`config.mk`:
```
export PLATFORM = sky130hd
export DESIGN_NAME = datapath_mode_arbiter
export DESIGN_NICKNAME = d
export VERILOG_FILES = /design/src/rtl/dp_ctrl_pkg.sv /design/src/rtl/datapath_mode_arbiter_rr_pick.sv /design/src/rtl/datapath_mode_arbiter.sv
export SDC_FILE = /design/constraint.sdc
export NUM_CORES = 1
export LEC_CHECK = 0
export ABC_AREA = 1
export CORE_ASPECT_RATIO = 0.7
export CORE_UTILIZATION = 55
export DETAILED_ROUTE_END_ITERATION = 10
export GPL_TIMING_DRIVEN = 0
export PLACE_DENSITY_LB_ADDON = 0.2
export SYNTH_ARGS = -nofsm -noshare
export SYNTH_HDL_FRONTEND = slang
export SYNTH_SLANG_ARGS = --single-unit
```
`constraint.sdc`:
```
create_clock -name clk -period 3.3 [get_ports clk]
set_input_delay 0.66 -clock clk [delete_from_list [all_inputs] [get_ports clk]]
set_output_delay 0.66 -clock clk [all_outputs]
set_load 0.05 [all_outputs]
```
`src/rtl/dp_ctrl_pkg.sv`:
```
// dp_ctrl_pkg: states, regime codes and per-state datapath control words
// for datapath_mode_arbiter.
package dp_ctrl_pkg;

  typedef enum logic [3:0] {
    IDLE,
    GRANT,
    UPD_LOAD,
    UPD_APPLY,
    UPD_SETTLE,
    CNT_RUN,
    CNT_WRAP,
    ENUM_WAIT,
    ENUM_A6,
    ENUM_A2,
    ENUM_A0,
    DONE
  } state_t;

  typedef enum logic [1:0] {
    R_OFF   = 2'd0,
    R_ENUM  = 2'd1,
    R_COUNT = 2'd2,
    R_UPD   = 2'd3
  } regime_t;

  typedef struct packed {
    logic       y_en;
    logic       y_upd;
    logic [1:0] y_select_next;
    logic       s_en;
    logic       s_sub;
    logic [1:0] s_step;
    logic       s_zero;
  } ctrl_word_t;

  localparam ctrl_word_t CW_OFF =
    '{1'b0, 1'b0, 2'd0, 1'b0, 1'b0, 2'd0, 1'b0};
  localparam ctrl_word_t CW_UPD_LOAD =
    '{1'b1, 1'b0, 2'd0, 1'b0, 1'b0, 2'd0, 1'b0};
  localparam ctrl_word_t CW_UPD_APPLY =
    '{1'b1, 1'b1, 2'd1, 1'b1, 1'b1, 2'd1, 1'b0};
  localparam ctrl_word_t CW_CNT_RUN =
    '{1'b0, 1'b0, 2'd0, 1'b1, 1'b1, 2'd1, 1'b0};
  localparam ctrl_word_t CW_CNT_WRAP =
    '{1'b1, 1'b0, 2'd2, 1'b1, 1'b1, 2'd1, 1'b0};
  localparam ctrl_word_t CW_ENUM_WAIT =
    '{1'b0, 1'b0, 2'd0, 1'b0, 1'b1, 2'd2, 1'b1};
  localparam ctrl_word_t CW_ENUM_A6 =
    '{1'b0, 1'b0, 2'd0, 1'b1, 1'b1, 2'd2, 1'b1};
  localparam ctrl_word_t CW_ENUM_A2 =
    '{1'b0, 1'b0, 2'd0, 1'b1, 1'b1, 2'd2, 1'b0};
  localparam ctrl_word_t CW_ENUM_A0 =
    '{1'b0, 1'b0, 2'd0, 1'b1, 1'b1, 2'd2, 1'b1};

  function automatic ctrl_word_t ctrl_of(input state_t s);
    ctrl_word_t w;
    w = CW_OFF;
    case (s)
      UPD_LOAD:  w = CW_UPD_LOAD;
      UPD_APPLY: w = CW_UPD_APPLY;
      CNT_RUN:   w = CW_CNT_RUN;
      CNT_WRAP:  w = CW_CNT_WRAP;
      ENUM_WAIT: w = CW_ENUM_WAIT;
      ENUM_A6:   w = CW_ENUM_A6;
      ENUM_A2:   w = CW_ENUM_A2;
      ENUM_A0:   w = CW_ENUM_A0;
      default:   w = CW_OFF;
    endcase
    return w;
  endfunction

endpackage

```
`src/rtl/datapath_mode_arbiter_rr_pick.sv`:
```
// rr_pick: combinational priority pick rotated to start at i_ptr.
// Ports: i_elig, i_ptr in; o_onehot, o_idx, o_any out.
module rr_pick #(
  parameter int NREQ = 3,
  parameter int IW   = $clog2(NREQ)
) (
  input  logic [NREQ-1:0] i_elig,
  input  logic [IW-1:0]   i_ptr,
  output logic [NREQ-1:0] o_onehot,
  output logic [IW-1:0]   o_idx,
  output logic            o_any
);

  logic [IW-1:0] w_j;

  always_comb begin
    w_j      = '0;
    o_onehot = '0;
    o_idx    = '0;
    o_any    = 1'b0;
    for (int k = 0; k < NREQ; k++) begin
      w_j = IW'((int'(i_ptr) + k) % NREQ);
      if (!o_any && i_elig[w_j]) begin
        o_any         = 1'b1;
        o_onehot[w_j] = 1'b1;
        o_idx         = w_j;
      end
    end
  end

endmodule

```
`src/rtl/datapath_mode_arbiter.sv`:
```
// datapath_mode_arbiter: grants the shared y/s datapath to one requester
// and sequences its control word (UPD/COUNT/ENUM) until done.
// In: clk, rst_n, req, req_mode, req_hold, s_is_zero.
// Out: gnt, done, busy, regime, active, y_en, y_upd, y_select_next,
//      s_en, s_sub, s_step, s_zero (all registered).
// ARB_FIXED_PRIO_EN: lowest index wins, pointer held at 0.
import dp_ctrl_pkg::*;

module datapath_mode_arbiter #(
  parameter int NREQ    = 3,
  parameter int CNT_MAX = 255
) (
  input  logic              clk,
  input  logic              rst_n,
  input  logic [NREQ-1:0]   req,
  input  logic [2*NREQ-1:0] req_mode,
  input  logic [NREQ-1:0]   req_hold,
  input  logic              s_is_zero,
  output logic [NREQ-1:0]   gnt,
  output logic [NREQ-1:0]   done,
  output logic              busy,
  output logic [1:0]        regime,
  output logic              active,
  output logic              y_en,
  output logic              y_upd,
  output logic [1:0]        y_select_next,
  output logic              s_en,
  output logic              s_sub,
  output logic [1:0]        s_step,
  output logic              s_zero
);

  localparam int IW = $clog2(NREQ);

  state_t          r_state;
  state_t          w_nxt;
  logic [IW-1:0]   r_win;
  logic [IW-1:0]   r_ptr;
  logic [1:0]      r_mode;
  logic [7:0]      r_cnt;
  logic [1:0]      r_tmr;
  ctrl_word_t      r_word;
  logic [NREQ-1:0] r_gnt;
  logic [NREQ-1:0] r_done;
  logic            r_busy;
  logic [1:0]      r_regime;
  logic            r_active;

  logic [NREQ-1:0] w_elig;
  logic [NREQ-1:0] w_pick_oh;
  logic [IW-1:0]   w_pick_idx;
  logic            w_any;
  logic [1:0]      w_pick_mode;
  logic            w_hold;
  logic [IW-1:0]   w_win;
  logic [1:0]      w_mode;
  logic [NREQ-1:0] w_win_oh;
  logic            w_cnt_hit;

  always_comb begin
    w_elig = '0;
    for (int i = 0; i < NREQ; i++) begin
      w_elig[i] = req[i] & (req_mode[2*i +: 2] != R_OFF);
    end
  end

  rr_pick #(
    .NREQ (NREQ),
    .IW   (IW)
  ) u_pick (
    .i_elig   (w_elig),
    .i_ptr    (r_ptr),
    .o_onehot (w_pick_oh),
    .o_idx    (w_pick_idx),
    .o_any    (w_any)
  );

  always_comb begin
    w_pick_mode = '0;
    w_hold      = 1'b0;
    for (int i = 0; i < NREQ; i++) begin
      if (w_pick_oh[i]) w_pick_mode = req_mode[2*i +: 2];
      if (r_win == IW'(i)) w_hold = req_hold[i];
    end
  end

  // In IDLE the fresh pick is what the next state will present.
  always_comb begin
    w_win    = (r_state == IDLE) ? w_pick_idx : r_win;
    w_mode   = (r_state == IDLE) ? w_pick_mode : r_mode;
    w_win_oh = '0;
    w_win_oh[w_win] = 1'b1;
  end

  // True on the CNT_MAX-th cycle spent in CNT_RUN/CNT_WRAP.
  assign w_cnt_hit = ({1'b0, r_cnt} + 9'd1) >= 9'(CNT_MAX);

  always_comb begin
    w_nxt = r_state;
    unique case (r_state)
      IDLE: if (w_any) w_nxt = GRANT;
      GRANT: begin
        if (r_mode == R_UPD)        w_nxt = UPD_LOAD;
        else if (r_mode == R_COUNT) w_nxt = CNT_RUN;
        else if (r_mode == R_ENUM)  w_nxt = ENUM_WAIT;
        else                        w_nxt = DONE;
      end
      UPD_LOAD:   w_nxt = UPD_APPLY;
      UPD_APPLY:  w_nxt = UPD_SETTLE;
      UPD_SETTLE: w_nxt = DONE;
      CNT_RUN: begin
        if (w_cnt_hit)    w_nxt = DONE;
        else if (!w_hold) w_nxt = DONE;
        else if (s_is_zero) w_nxt = CNT_WRAP;
      end
      CNT_WRAP: begin
        if (w_cnt_hit)   w_nxt = DONE;
        else if (w_hold) w_nxt = CNT_RUN;
        else             w_nxt = DONE;
      end
      ENUM_WAIT: if (!w_hold) w_nxt = ENUM_A6;
      ENUM_A6:   w_nxt = ENUM_A2;
      ENUM_A2:   if (r_tmr == 2'd0) w_nxt = ENUM_A0;
      ENUM_A0:   if (r_tmr == 2'd0) w_nxt = DONE;
      DONE:      w_nxt = IDLE;
      default:   w_nxt = IDLE;
    endcase
  end

  always_ff @(posedge clk or negedge rst_n) begin
    if (!rst_n) begin
      r_state  <= IDLE;
      r_win    <= '0;
      r_ptr    <= '0;
      r_mode   <= '0;
      r_cnt    <= '0;
      r_tmr    <= '0;
      r_word   <= CW_OFF;
      r_gnt    <= '0;
      r_done   <= '0;
      r_busy   <= 1'b0;
      r_regime <= '0;
      r_active <= 1'b0;
    end else begin
      r_state <= w_nxt;
      if (r_state == IDLE && w_any) begin
        r_win  <= w_pick_idx;
        r_mode <= w_pick_mode;
      end
      if (r_state == CNT_RUN || r_state == CNT_WRAP) begin
        r_cnt <= r_cnt + 8'd1;
      end else begin
        r_cnt <= '0;
      end
      // Dwell timer: A2 stays 2 cycles, A0 stays 3.
      if (w_nxt == ENUM_A2 && r_state != ENUM_A2) begin
        r_tmr <= 2'd1;
      end else if (w_nxt == ENUM_A0 && r_state != ENUM_A0) begin
        r_tmr <= 2'd2;
      end else if (r_tmr != 2'd0) begin
        r_tmr <= r_tmr - 2'd1;
      end
`ifdef ARB_FIXED_PRIO_EN
      r_ptr <= '0;
`else
      if (r_state == DONE) begin
        r_ptr <= (r_win == IW'(NREQ - 1)) ? '0 : r_win + IW'(1);
      end
`endif
      r_word   <= ctrl_of(w_nxt);
      r_gnt    <= (w_nxt == IDLE) ? '0 : w_win_oh;
      r_done   <= (w_nxt == DONE) ? w_win_oh : '0;
      r_busy   <= (w_nxt != IDLE);
      r_regime <= (w_nxt == IDLE) ? 2'd0 : w_mode;
      r_active <= (w_nxt == ENUM_A6) || (w_nxt == ENUM_A2) ||
                  (w_nxt == ENUM_A0);
    end
  end

  assign gnt           = r_gnt;
  assign done          = r_done;
  assign busy          = r_busy;
  assign regime        = r_regime;
  assign active        = r_active;
  assign y_en          = r_word.y_en;
  assign y_upd         = r_word.y_upd;
  assign y_select_next = r_word.y_select_next;
  assign s_en          = r_word.s_en;
  assign s_sub         = r_word.s_sub;
  assign s_step        = r_word.s_step;
  assign s_zero        = r_word.s_zero;

endmodule

```
==> results.sh <==
export IMPL_grt_pass1_wl_um=8790
export IMPL_synth_edf_count=0
export IMPL_clkSlewWorstSetupHoldPaths_ps=70
export IMPL_dieArea_mm2=0.00469
export IMPL_seqPwrFrac_pct=23.5
export IMPL_yosysWarnings=0
export IMPL_setup_tns_ps=0
export IMPL_cp_slowest_stage_delay_ps=450
export IMPL_path_class="input pin to register"
export IMPL_max_cap_viol_count=0
export IMPL_grt_start_max_net_pins=39
export IMPL_drive_above_1_share_pct=14.5
export IMPL_cpMostUsedCell="nand2_1"
export IMPL_drtAntennaViolNets=0
export IMPL_synth_area_mm2=0.00243
export IMPL_wl_um=5060
export IMPL_crit_buf_inv=6
export IMPL_drt_initial_drc_count=159
export IMPL_p_int_mw=1.44
export IMPL_critical_path_max_fanout=7
export IMPL_wl_per_cell_um=12.1
export IMPL_async_flop_share_pct=100
export IMPL_p_leak_nw=1.50
export IMPL_finClkSkew_ps=3.05
export IMPL_synth_area_per_cell_um2=7.50
export IMPL_h_tree_depth=2
export IMPL_antenna_found_initial=0
export IMPL_clock_root_buffer="clkbuf_8"
export IMPL_routabilityCongestion=0.931
export IMPL_worstPathRequired_ps=3490
export IMPL_clk_path_buf_depth=2
export IMPL_coreArea_mm2=0.00407
export IMPL_start_kind="input pin"
export IMPL_ys_ff_latch=38
export IMPL_placement_rows=19
export IMPL_insertion_delay_ps=290
export IMPL_first_pass_iters=6
export IMPL_viasPerCell=4.99
export IMPL_cts_resized=0
export IMPL_slew_violations=0
export IMPL_reg2reg_slack_ps=460
export IMPL_syn2layout_area_growth_pct=19.8
export IMPL_layout_setup_ws_ps=423
export IMPL_switching_share_pct=52.6
export IMPL_final_area_mm2=0.00291
export IMPL_nNetsFinal=393
export IMPL_worstHoldPathType="input pin to async pin"
export IMPL_dp_hpwl_um=3960
export IMPL_period_minus_slack_ps=2880
export IMPL_portBuffers=33
export IMPL_num_antenna_cells=0
export IMPL_final_hold_violation_count=0
export IMPL_final_period_utilization_pct=87.2
export IMPL_cts_inserted_buffers=5
export IMPL_rsz0062_at_grt="false"
export IMPL_tightest_slew_ps=838
export IMPL_crit_chain="clkdlybuf4s50_1 > inv_1 > nand2_1 > nand2_1 > o21ai_1 > nand2_2 > nand3_1 > nand2_1 > inv_1 > nor3_2 > nand2_1 > inv_1 > ha_1 > inv_1 > a21oi_1 > nand3_1 > nand2_1 > nand2_1 > inv_1"
export IMPL_ys_seq_area_share_pct=39.2
export IMPL_clkPwrFrac_pct=10.6
export IMPL_die_h_um=57.6
export IMPL_power_density_cell_area_mw_per_mm2=1050
export IMPL_placed_cell_area_mm2=0.00282
export IMPL_grt_pass1_vias=1944
export IMPL_grt_overflow=0
export IMPL_max_freq_ghz=0.348
export IMPL_synth_cell_type_count=35
export IMPL_crit_family="simple AND/OR/NAND/NOR gates"
export IMPL_gr_usage_all_layers_pct=25.1
export IMPL_arrival_ps=3060
export IMPL_setup_violations=0
export IMPL_vias=2081
export IMPL_die_x_um=81.4
export IMPL_remaining_drc_errors=0
export IMPL_final_cell_mix="nand2_1 (73), inv_1 (52), dfrtp_1 (38), nor2_1 (33), clkdlybuf4s50_1 (32)"
export IMPL_start_util_pct=59.7
export IMPL_netlist_instances=324
export IMPL_slowest_stage="clkdlybuf4s50_1"
export IMPL_post_place_ws_ps=175
export IMPL_cts_sinks=38
export IMPL_postCtsHoldBufs=0
export IMPL_ir_drop_mv=0.805
export IMPL_worst_setup_path_end_kind="register"
export IMPL_max_slew_margin_rel_pct=44.1
export IMPL_hold_slack_ps=471
export IMPL_synthFlopType="dfrtp_1"
export IMPL_io_pins=34
export IMPL_p_switching_mw=1.60
export IMPL_outcome="completed"
export IMPL_postCtsSetupBuffers=0
export IMPL_pwr_share_comb_pct=65.8
export IMPL_tritoncts="yes"
export IMPL_synth_nets=353
export IMPL_final_common_cell="nand2_1"
==> flip-flops by register name, indices dropped and copies added, names as in the netlist, 2 cells and up <==
signal	count
s_step	2
gnt	3
done	3
r_win	2
r_tmr	2
r_ptr	2
r_mode	2
regime	2
r_state	4
r_cnt	8
==> final cells by class <==
| class | instances | area, µm² |
|---|---|---|
| clock inverter | 1 | 5.00 |
| multi-input combinational | 223 | 1230 |
| buffer | 2 | 15.0 |
| tap | 52 | 65.1 |
| inverter | 61 | 231 |
| timing repair buffer | 33 | 325 |
| fill | 302 | 1150 |
| clock buffer | 7 | 86.3 |
| sequential | 38 | 951 |
==> per-stage QoR <==
step | utilization (%) | total power, mW | instances
6_report | 71.6 | 3.05 | 417
5_1_grt | 71.6 | 3.34 | 417
4_1_cts | 71.6 | 3.04 | 417
3_5_place_dp | 69.3 | 2.70 | 409
3_3_place_gp | 69.5 | 2.67 | 409
2_1_floorplan | - | 2.22 | 324
==> routing by layer <==
layer	GRT usage (%)	wire, µm
met4	6.89	44
met2	33.8	2030
met1	38.2	2600
met5	0	0
met3	8.00	384
==> synthesized netlist by cell type, types with 3 or more instances <==
master | number | area share, %
inv_2 | 8 | 1.2
a21oi_1 | 8 | 1.6
nor3_1 | 3 | 0.62
dfrtp_1 | 38 | 39
nand2_4 | 4 | 1.9
o21ai_1 | 6 | 1.2
nor2_2 | 13 | 3.3
xnor2_1 | 3 | 1.1
nor2_1 | 33 | 5.1
nand2_2 | 9 | 2.3
ha_1 | 14 | 7.2
o21ai_0 | 11 | 2.3
nand2_1 | 73 | 11
inv_1 | 52 | 8.0
nand3_1 | 27 | 5.6
==> kinds of logic (layout without fill, tap and decap cells) <==
logic type | count (synthesis) | after routing | synth area share (%)
fa+ha+maj | 14 | 14 | 7.21
xor+xnor | 4 | 4 | 1.44
buf+inv | 63 | 104 | 10.1
simple gates | 168 | 168 | 32.8
flops | 38 | 38 | 39.2
mux | 1 | 1 | 0.464
compound gates | 36 | 36 | 8.81
==> power groups by stage <==
stage | Combinational (mW) | Clock (mW) | Sequential [mW]
6_report | 2.01 | 0.324 | 0.717
5_1_grt | 2.26 | 0.350 | 0.731
3_5_place_dp | 1.98 | 0 | 0.725
2_1_floorplan | 1.27 | 0 | 0.953
3_3_place_gp | 1.95 | 0 | 0.716
4_1_cts | 2.00 | 0.329 | 0.716
==> path summary, 6_finish.rpt <==
check,cells past startpoint,to,from
setup / recovery,19,r_tmr[1],req_mode[4]
hold / removal,1,r_ptr[0],rst_n
setup reg to reg,20,regime[0],r_ptr[0]
hold reg to reg,1,r_ptr[0],r_win[1]
max in group asynchronous,1,r_tmr[0],rst_n
min in group clk,1,r_ptr[0],r_win[1]
==> worst register-to-register path, delay by kind of cell, from the launching register on <==
family | cells | cell delay, ps
and+or+nand+nor | 11 | 1120
AOI/OAI and AO/OA | 1 | 40
buffers and inverters | 6 | 560
adders and majority gates | 2 | 580
DFF | 1 | 410
No activity file was read; power rests on OpenSTA's default activity.
